File: src/rtl/datapath_control_unit_if.sv
// Control-strobe bundle between the sequencer and the single-bus datapath.
// Latency: none, this is wiring only.
// Backpressure: MemReady is the only flow-control signal; strobes are level-valued per cycle.
//
// Signals
//   IR[31:0]   instruction register contents (opcode[31:27], Ra[26:23], Rb[22:19], Rc[18:15])
//   MemReady   memory read data valid this cycle
//   Stop       request to halt at the next instruction boundary
//   PCout..LOin  single-bit datapath strobes
//   Rin/Rout   one-hot general-register load / drive enables
//   ALUop      operation presented to the ALU
//   Run        high while executing; Illegal pulses on an undecodable opcode
//   State      current sequencer state, for debug
// Modports: master = sequencer side, slave = datapath (or bench) side.
interface datapath_control_unit_if;
    logic [31:0] IR;
    logic        MemReady;
    logic        Stop;

    logic        PCout;
    logic        PCin;
    logic        IncPC;
    logic        MARin;
    logic        MDRin;
    logic        MDRout;
    logic        Read;
    logic        IRin;
    logic        Yin;
    logic        Zin;
    logic        ZLOout;
    logic        ZHIout;
    logic        HIin;
    logic        LOin;
    logic [15:0] Rin;
    logic [15:0] Rout;
    logic [4:0]  ALUop;
    logic        Run;
    logic        Illegal;
    logic [3:0]  State;

    modport master (
        input  IR, MemReady, Stop,
        output PCout, PCin, IncPC, MARin, MDRin, MDRout, Read, IRin,
               Yin, Zin, ZLOout, ZHIout, HIin, LOin,
               Rin, Rout, ALUop, Run, Illegal, State
    );

    modport slave (
        output IR, MemReady, Stop,
        input  PCout, PCin, IncPC, MARin, MDRin, MDRout, Read, IRin,
               Yin, Zin, ZLOout, ZHIout, HIin, LOin,
               Rin, Rout, ALUop, Run, Illegal, State
    );
endinterface

File: src/rtl/datapath_control_unit.sv
// Hardwired fetch/decode/execute sequencer driving the single-bus datapath strobes.
// Latency: one state per Clock; fetch is T0..T2 plus memory wait, ALU ops finish in T5.
// Backpressure: holds in T1 (Read/MDRin asserted) until MemReady; PCin fires once on the ready cycle.
//
// Ports
//   Clock     rising-edge clock for all state
//   Reset     synchronous, active-high; forces T0 and blanks every output while high
//   bus       datapath_control_unit_if.master: IR/MemReady/Stop in, strobes/Rin/Rout/ALUop/Run/Illegal/State out
// Build option: define MULDIV_EN to decode OP_MUL/OP_DIV (T3..T6 HI/LO sequence);
// without it those opcodes are illegal and T6 is never entered.
module datapath_control_unit #(
    parameter logic [4:0] OP_NOP  = 5'b11010,
    parameter logic [4:0] OP_HALT = 5'b11011,
    parameter logic [4:0] OP_MUL  = 5'b10000,
    parameter logic [4:0] OP_DIV  = 5'b01111
) (
    input  logic                          Clock,
    input  logic                          Reset,
    datapath_control_unit_if.master       bus
);

`ifdef MULDIV_EN
    localparam bit MULDIV_ON = 1'b1;
`else
    localparam bit MULDIV_ON = 1'b0;
`endif

    typedef enum logic [3:0] {
        T0   = 4'd0,
        T1   = 4'd1,
        T2   = 4'd2,
        T3   = 4'd3,
        T4   = 4'd4,
        T5   = 4'd5,
        T6   = 4'd6,
        HALT = 4'd15
    } state_t;

    typedef struct packed {
        logic pc_out;
        logic pc_in;
        logic inc_pc;
        logic mar_in;
        logic mdr_in;
        logic mdr_out;
        logic read;
        logic ir_in;
        logic y_in;
        logic z_in;
        logic zlo_out;
        logic zhi_out;
        logic hi_in;
        logic lo_in;
    } strobe_t;

    state_t      state;
    state_t      state_nxt;
    state_t      boundary_nxt;
    strobe_t     strb;
    logic [15:0] rin;
    logic [15:0] rout;
    logic [4:0]  alu_op;
    logic        illegal;
    logic        run;

    // IR field split
    logic [4:0]  opcode;
    logic [3:0]  ra;
    logic [3:0]  rb;
    logic [3:0]  rc;
    logic        is_alu;
    logic        is_muldiv;
    logic        unused_ir_bits;

    assign opcode = bus.IR[31:27];
    assign ra     = bus.IR[26:23];
    assign rb     = bus.IR[22:19];
    assign rc     = bus.IR[18:15];
    assign unused_ir_bits = ^bus.IR[14:0];

    // add, sub, shr, shra, shl, ror, rol, and, or occupy a contiguous opcode range
    assign is_alu    = (opcode >= 5'b00011) && (opcode <= 5'b01011);
    assign is_muldiv = MULDIV_ON && ((opcode == OP_MUL) || (opcode == OP_DIV));

    // Stop is only looked at when an instruction retires
    assign boundary_nxt = bus.Stop ? HALT : T0;

    function automatic logic [15:0] onehot(input logic [3:0] idx);
        onehot = 16'd1 << idx;
    endfunction

    always_ff @(posedge Clock) begin
        if (Reset) begin
            state <= T0;
        end else begin
            state <= state_nxt;
        end
    end

    always_comb begin
        strb      = '0;
        rin       = '0;
        rout      = '0;
        alu_op    = '0;
        illegal   = 1'b0;
        run       = 1'b0;
        state_nxt = HALT;

        case (state)
            T0: begin
                run         = 1'b1;
                strb.pc_out = 1'b1;
                strb.mar_in = 1'b1;
                strb.inc_pc = 1'b1;
                strb.z_in   = 1'b1;
                state_nxt   = T1;
            end
            T1: begin
                run          = 1'b1;
                strb.zlo_out = 1'b1;
                strb.read    = 1'b1;
                strb.mdr_in  = 1'b1;
                // PC loads only on the ready cycle so a long wait still advances PC once
                if (bus.MemReady) begin
                    strb.pc_in = 1'b1;
                    state_nxt  = T2;
                end else begin
                    state_nxt  = T1;
                end
            end
            T2: begin
                run          = 1'b1;
                strb.mdr_out = 1'b1;
                strb.ir_in   = 1'b1;
                state_nxt    = T3;
            end
            T3: begin
                run = 1'b1;
                if (is_alu) begin
                    rout      = onehot(rb);
                    strb.y_in = 1'b1;
                    state_nxt = T4;
                end else if (is_muldiv) begin
                    rout      = onehot(ra);
                    strb.y_in = 1'b1;
                    state_nxt = T4;
                end else if (opcode == OP_HALT) begin
                    state_nxt = HALT;
                end else begin
                    // NOP and undecodable opcodes both retire here
                    illegal   = (opcode != OP_NOP);
                    state_nxt = boundary_nxt;
                end
            end
            T4: begin
                run       = 1'b1;
                strb.z_in = 1'b1;
                alu_op    = opcode;
                rout      = is_muldiv ? onehot(rb) : onehot(rc);
                state_nxt = T5;
            end
            T5: begin
                run          = 1'b1;
                strb.zlo_out = 1'b1;
                if (is_muldiv) begin
                    strb.lo_in = 1'b1;
                    state_nxt  = T6;
                end else begin
                    rin        = onehot(ra);
                    state_nxt  = boundary_nxt;
                end
            end
            T6: begin
                run = 1'b1;
                if (is_muldiv) begin
                    strb.zhi_out = 1'b1;
                    strb.hi_in   = 1'b1;
                    state_nxt    = boundary_nxt;
                end else begin
                    state_nxt    = HALT;
                end
            end
            HALT: begin
                state_nxt = HALT;
            end
            default: begin
                state_nxt = HALT;
            end
        endcase

        // Reset blanks everything immediately, including the cycle before its first edge
        if (Reset) begin
            strb    = '0;
            rin     = '0;
            rout    = '0;
            alu_op  = '0;
            illegal = 1'b0;
            run     = 1'b0;
        end
    end

    assign bus.PCout   = strb.pc_out;
    assign bus.PCin    = strb.pc_in;
    assign bus.IncPC   = strb.inc_pc;
    assign bus.MARin   = strb.mar_in;
    assign bus.MDRin   = strb.mdr_in;
    assign bus.MDRout  = strb.mdr_out;
    assign bus.Read    = strb.read;
    assign bus.IRin    = strb.ir_in;
    assign bus.Yin     = strb.y_in;
    assign bus.Zin     = strb.z_in;
    assign bus.ZLOout  = strb.zlo_out;
    assign bus.ZHIout  = strb.zhi_out;
    assign bus.HIin    = strb.hi_in;
    assign bus.LOin    = strb.lo_in;
    assign bus.Rin     = rin;
    assign bus.Rout    = rout;
    assign bus.ALUop   = alu_op;
    assign bus.Run     = run;
    assign bus.Illegal = illegal;
    assign bus.State   = Reset ? 4'd0 : state;

endmodule
File: src/flat_wrapper.sv
// flat-port wrapper written by rule: the top's interface ports become plain ports
module datapath_control_unit_flat 
#(
    parameter logic [4:0] OP_NOP  = 5'b11010,
    parameter logic [4:0] OP_HALT = 5'b11011,
    parameter logic [4:0] OP_MUL  = 5'b10000,
    parameter logic [4:0] OP_DIV  = 5'b01111
)
  (Clock, Reset, bus_IR, bus_MemReady, bus_Stop, bus_PCout, bus_PCin, bus_IncPC, bus_MARin, bus_MDRin, bus_MDRout, bus_Read, bus_IRin, bus_Yin, bus_Zin, bus_ZLOout, bus_ZHIout, bus_HIin, bus_LOin, bus_Rin, bus_Rout, bus_ALUop, bus_Run, bus_Illegal, bus_State);
  datapath_control_unit_if bus_i ();
  input  logic Clock;
  input  logic Reset;
  input wire logic [$bits(bus_i.IR)-1:0] bus_IR;
  input wire logic [$bits(bus_i.MemReady)-1:0] bus_MemReady;
  input wire logic [$bits(bus_i.Stop)-1:0] bus_Stop;
  output wire logic [$bits(bus_i.PCout)-1:0] bus_PCout;
  output wire logic [$bits(bus_i.PCin)-1:0] bus_PCin;
  output wire logic [$bits(bus_i.IncPC)-1:0] bus_IncPC;
  output wire logic [$bits(bus_i.MARin)-1:0] bus_MARin;
  output wire logic [$bits(bus_i.MDRin)-1:0] bus_MDRin;
  output wire logic [$bits(bus_i.MDRout)-1:0] bus_MDRout;
  output wire logic [$bits(bus_i.Read)-1:0] bus_Read;
  output wire logic [$bits(bus_i.IRin)-1:0] bus_IRin;
  output wire logic [$bits(bus_i.Yin)-1:0] bus_Yin;
  output wire logic [$bits(bus_i.Zin)-1:0] bus_Zin;
  output wire logic [$bits(bus_i.ZLOout)-1:0] bus_ZLOout;
  output wire logic [$bits(bus_i.ZHIout)-1:0] bus_ZHIout;
  output wire logic [$bits(bus_i.HIin)-1:0] bus_HIin;
  output wire logic [$bits(bus_i.LOin)-1:0] bus_LOin;
  output wire logic [$bits(bus_i.Rin)-1:0] bus_Rin;
  output wire logic [$bits(bus_i.Rout)-1:0] bus_Rout;
  output wire logic [$bits(bus_i.ALUop)-1:0] bus_ALUop;
  output wire logic [$bits(bus_i.Run)-1:0] bus_Run;
  output wire logic [$bits(bus_i.Illegal)-1:0] bus_Illegal;
  output wire logic [$bits(bus_i.State)-1:0] bus_State;
  assign bus_i.IR = bus_IR;
  assign bus_i.MemReady = bus_MemReady;
  assign bus_i.Stop = bus_Stop;
  assign bus_PCout = bus_i.PCout;
  assign bus_PCin = bus_i.PCin;
  assign bus_IncPC = bus_i.IncPC;
  assign bus_MARin = bus_i.MARin;
  assign bus_MDRin = bus_i.MDRin;
  assign bus_MDRout = bus_i.MDRout;
  assign bus_Read = bus_i.Read;
  assign bus_IRin = bus_i.IRin;
  assign bus_Yin = bus_i.Yin;
  assign bus_Zin = bus_i.Zin;
  assign bus_ZLOout = bus_i.ZLOout;
  assign bus_ZHIout = bus_i.ZHIout;
  assign bus_HIin = bus_i.HIin;
  assign bus_LOin = bus_i.LOin;
  assign bus_Rin = bus_i.Rin;
  assign bus_Rout = bus_i.Rout;
  assign bus_ALUop = bus_i.ALUop;
  assign bus_Run = bus_i.Run;
  assign bus_Illegal = bus_i.Illegal;
  assign bus_State = bus_i.State;
  datapath_control_unit #(.OP_NOP(OP_NOP), .OP_HALT(OP_HALT), .OP_MUL(OP_MUL), .OP_DIV(OP_DIV)) u_core (.Clock(Clock), .Reset(Reset), .bus(bus_i));
endmodule
File: config.mk
export PLATFORM = sky130hd
export DESIGN_NAME = datapath_control_unit_flat
export DESIGN_NICKNAME = d
export VERILOG_FILES = /design/src/rtl/datapath_control_unit_if.sv /design/src/rtl/datapath_control_unit.sv /design/src/flat_wrapper.sv
export SDC_FILE = /design/constraint.sdc
export NUM_CORES = 1
export LEC_CHECK = 0
export CORE_ASPECT_RATIO = 0.75
export CORE_MARGIN = 2
export CORE_UTILIZATION = 27
export CTS_CLUSTER_SIZE = 40
export DETAILED_ROUTE_END_ITERATION = 7
export PLACE_DENSITY = 0.82
export SETUP_SLACK_MARGIN = 0.05
export SLEW_MARGIN = 20
export SYNTH_ARGS = -nofsm -noshare
export SYNTH_HDL_FRONTEND = slang
export SYNTH_SLANG_ARGS = --single-unit
File: constraint.sdc
create_clock -name Clock -period 1.95 [get_ports Clock]
set_input_delay 0.585 -clock Clock [delete_from_list [all_inputs] [get_ports Clock]]
set_output_delay 0.585 -clock Clock [all_outputs]
set_load 0.01 [all_outputs]
; Yosys cells after proc, flatten, opt, wreduce, memory -nomap -nowiden
; Cells that the tools add are included.
[word_totals]
ff_bits = 4
latchBits = 0
mem_bits_rw = 0
rom_bits = 0
inputBits = 36
output_inout_bits = 57
elab_cells = 49
memories = 0
[op_classes]
addsub = 0
mul = 0
n_div = 0
magnitude_cmp = 2
eq_ne = 8
shift = 3
muxes = 30
bitwise_logic = 0
n_reduce_logical = 5
[op_table]
columns = op, count
row1 = $mux 16, 4
row2 = $shl 1x4->16 const A, 3
row3 = $pmux 16 s2, 1
row4 = $pmux 4 s6, 1
row5 = $mux 4, 4
row6 = $mux 1, 15
row7 = $mux 14, 1
row8 = $eq 4x3->1 const B, 3
row9 = $mux 5, 2
row10 = $eq 4x2->1 const B, 2
row11 = $reduce_or 7->1, 1
row12 = $eq 5x5->1 const B, 1
row13 = $ge 5x2->1 const B, 1
row14 = $le 5x4->1 const B, 1
row15 = $ne 5x5->1 const B, 1
row16 = $eq 4x1->1 const B, 1
row17 = $logic_not 4->1, 1
row18 = $mux 2, 2
row19 = $reduce_or 2->1, 2
row20 = $logic_and 1x1->1, 1

; Logic depth before layout (Yosys ltp)
[logic_depth]
word_depth = 5
depth_mapped = 5
ltp_nobuf = 4

; Least setup slack after synthesis
; No wires, ideal clock.
[synth_path]
path_kind = input -> output
startpoint = in Reset
endpoint = out bus_MARin
arrival_ns = 1.693
required_time_ns = 1.365
slack_ns = -0.328
path_stages = 4
n_path_buf = 2
path_cell_list = clkbuf_1 or3_1 nor3_1 buf_4
[synth_between]
elab_chain_cells = 1
[synth_lines]
columns = element, line_no
row1 = "start, declared", flat_wrapper.sv:12  ; input logic Reset;
row2 = $mux 14, datapath_control_unit.sv:192  ; if (Reset) begin
row3 = "end, declared", flat_wrapper.sv:19  ; output wire logic [$bits(bus_i.MARin)-1:0] bus_MARin;
; No other way between the ends.

; Worst setup path after layout
[layout_path]
startpoint = reg u_core.state[2]
endpoint = out bus_Rout[5]
[layout_between]
elab_chain_cells = 3
word_cells_on_any_way = 4
[layout_lines]
columns = element, line_no
row1 = "start, declared", datapath_control_unit.sv:56  ; state_t state;
row2 = "start signal, assigned", datapath_control_unit.sv:96  ; state <= state_nxt;
row3 = $eq 4x3->1 / $eq 4x2->1 (equally long branches), datapath_control_unit.sv:109  ; case (state)
row4 = $pmux 16 s2 *, datapath_control_unit.sv:109
row5 = $mux 16 *, datapath_control_unit.sv:192
row6 = "end, declared", flat_wrapper.sv:31  ; output wire logic [$bits(bus_i.Rout)-1:0] bus_Rout;
; Mark *: on every way between the ends. The rest lies on a longest branch, timed or not.

==> metrics.txt <==
status=finished with violations; failing checks=negative setup slack; RePlAce Congestion=0.859; RSZ-0062 raised after global routing=yes; CP Buf/Inv Count=2; pwr/cell area=565 mW/mm^2; Post-Synthesis Cells=155; Biggest register=u_core.state; post-synth top area share=0.0940; hold buffer count at cts=0; Post-DP HPWL=3.37 mm; Most Crowded Layer GR=met2; grt met3 use=0.0688; DRC Markers=0; internal power=868 uW; grt total ovfl=0; Area Overhead vs Synth=200%; Critical Path Source Type=flip-flop; CP Cell Sequence=or4b_4, nor3_4, buf_6, nand3_1, a21oi_1, buf_2; met1 Use GR=0.429; # fillers=164; Clk pwr share=0.113; Hold/Removal Path Class=reg2reg; Starting Density=0.288; placed inst area=0.00222 sq mm; multi-input logic area=0.00135 sq mm; dpl cells=293; via count=1983; M2 GR Usage=0.521; H-tree depth=1; Final Cell Area=0.00288 sq mm; Slew Viols, Final=0; PortBufs=74; Largest register FFs=4; layout net count=340; cell leakage power=1.26 nW; Ant. Diodes=0; Switching Fraction=0.466; Largest delay share family, worst path=simple AND/OR/NAND/NOR gates; Slowest-stage cell, CP=or4b_4; final core utilization=0.864; WS Path Type=reg2out; Clock Latency Late Sink=0.22 ns; Arrival @ worst endpoint=2.03 ns; final WL=7.39 mm; Place WS=-1.34 ns; Final setup viols=49; slowest stage delay, CP=0.59 ns; Die H=55.6 um; CTS tree=yes; Final period util=1.34; mapped cell area=958 sq um; Switch Pwr=757 uW; clock root buffer master=clkbuf_8; Clock Sink Count=4; CTS Buffer Depth=2; Cell Rows=18; EDFF count, synth=0; Worst Path Required=1.36 ns; Async SR Flop Fraction=0; Post-synth top flop=dfxtp_1; vias in the first global route=1916; Max IR drop VDD=0.000325 V; drt pass-1 iters=4; GRT Overall Usage=0.325; post-route ant nets=0; crit-path max FO=5; Synth cell types=36; TritonCTS buffer count=3; most common cell in the netlist=nor2_1; maximum clock rate=0.383 GHz; initial antenna violation count=0; DIE AREA=0.00405 sq mm; number of I/O pins=93; sequential area share after synthesis=0.0836; skew final=0.00412 ns; total power=1.63 mW; Final Instance Count excl. Fillers=342; CTS clk-pin slew, worst paths=0.04 ns; main area contributors after synthesis=a21oi_1 (9.4%), nor2_1 (9.0%), dfxtp_1 (8.4%); core area=0.00333 sq mm; largest net degree at the start of global routing=14; Post-synth top cells=nor2_1 (23), a21oi_1 (18), nand3_1 (16); synthesized flop and latch total=4; Tmin final=2.61 ns; Avg Cell Area, Syn=6.18 sq um; global-route wire length before repair=10.2 mm; Logic pwr share=0.788; drt wl/cell=21.6 um; Die W=72.8 um; Max Cap Viol=0; fraction of layout cells with a size suffix above 1=0.778; Avg Vias per Cell=5.80; Final Hold Vio Count=0; Iter 0 DRT Violations=206; Top Registers=u_core.state: 4 flops; Synth Warn #=0; worst setup margin=-0.660 ns; crit end category=output port; register area=86.3 sq um; power share of the sequential group=0.099; area leader, netlist=a21oi_1
[cell type report]
class	count	area share
Multi-Input combinational cell	136	0.470
Timing Repair Buffer	157	0.465
Sequential cell	4	0.0300
Tap cell	40	0.0174
Clock buffer	3	0.0143
Inverter	2	0.00261
[per-layer routing]
metal	share of wire	vias up
li1	-	846
met1	0.38	951
met2	0.48	146
met3	0.088	40
met4	0.053	0
met5	0	-
[worst reg2reg max path, stage by stage (launching register included)]
cell and delay, ns:
dfxtp_2 0.32, buf_4 0.14, buf_4 0.14, nor4b_2 0.46, buf_4 0.21, nor2_1 0.06, a21oi_1 0.21
[kinds of logic after synthesis]
kind of cell | count (synthesis) | share of synthesized area
buffers and inverters | 17 | 0.119
other | 1 | 0.00391
AOI/OAI and AO/OA | 32 | 0.226
and+or+nand+nor | 101 | 0.568
DFF | 4 | 0.0836
[path summary, 6_finish.rpt]
path	from	endpoint	slack [ns]	cells after the start
hold / removal	u_core.state[3]$_SDFF_PP0_	u_core.state[0]$_SDFF_PP0_	0.77	3
setup / recovery	u_core.state[2]$_SDFF_PP0_	bus_Rout[5]	-0.66	6
hold reg to reg	u_core.state[3]$_SDFF_PP0_	u_core.state[0]$_SDFF_PP0_	0.77	3
setup reg to reg	u_core.state[0]$_SDFF_PP0_	u_core.state[2]$_SDFF_PP0_	0.32	6
[power by group through the flow]
| stage | registers (mW) | logic, mW | clock network, mW |
|---|---|---|---|
| 6_report | 0.160 | 1.28 | 0.184 |
| 5_1_grt | 0.159 | 1.33 | 0.189 |
| 4_1_cts | 0.150 | 1.12 | 0.175 |
| 3_5_place_dp | 0.143 | 0.885 | 0 |
| 3_3_place_gp | 0.142 | 0.872 | 0 |
| 2_1_floorplan | 0.135 | 0.556 | 0 |
[per-stage QoR]
stage | TNS, ns | hold WS (ns)
6_report | -18.64 | 0.766
3_5_place_dp | -55.23 | 0.697
5_1_grt | -20.26 | 0.774
3_3_place_gp | -54.05 | 0.690
4_1_cts | -14.75 | 0.704
2_1_floorplan | -2.68 | 0.636
[layout by cell type (no fill, tap or decap), drive strengths merged, types with 2 or more instances in the layout]
cell           Yosys  final
clkbuf             4      8
clkdlybuf4s50      0      5
nor2b             10     10
o21ai              2      2
inv                2      2
a211oi             2      2
a21o               2      2
dfxtp              4      4
nand2             14     14
nand4              4      4
buf               11    138
a21oi             18     18
nor2              23     23
nor3              10     10
a32oi              2      2
nand2b             6      6
nor4               3      3
nand3             16     16
conb               1      3
nor3b              2      2
and2               6      6
dlygate4sd2        0      7
[repair_timing]
action	in CTS	in global routing
buffers inserted	35	10
gates cloned	2	0
gates resized for setup	336	39
pin swaps	30	18
setup endpoints to repair	58	54
(Power assumes the default switching activity.)
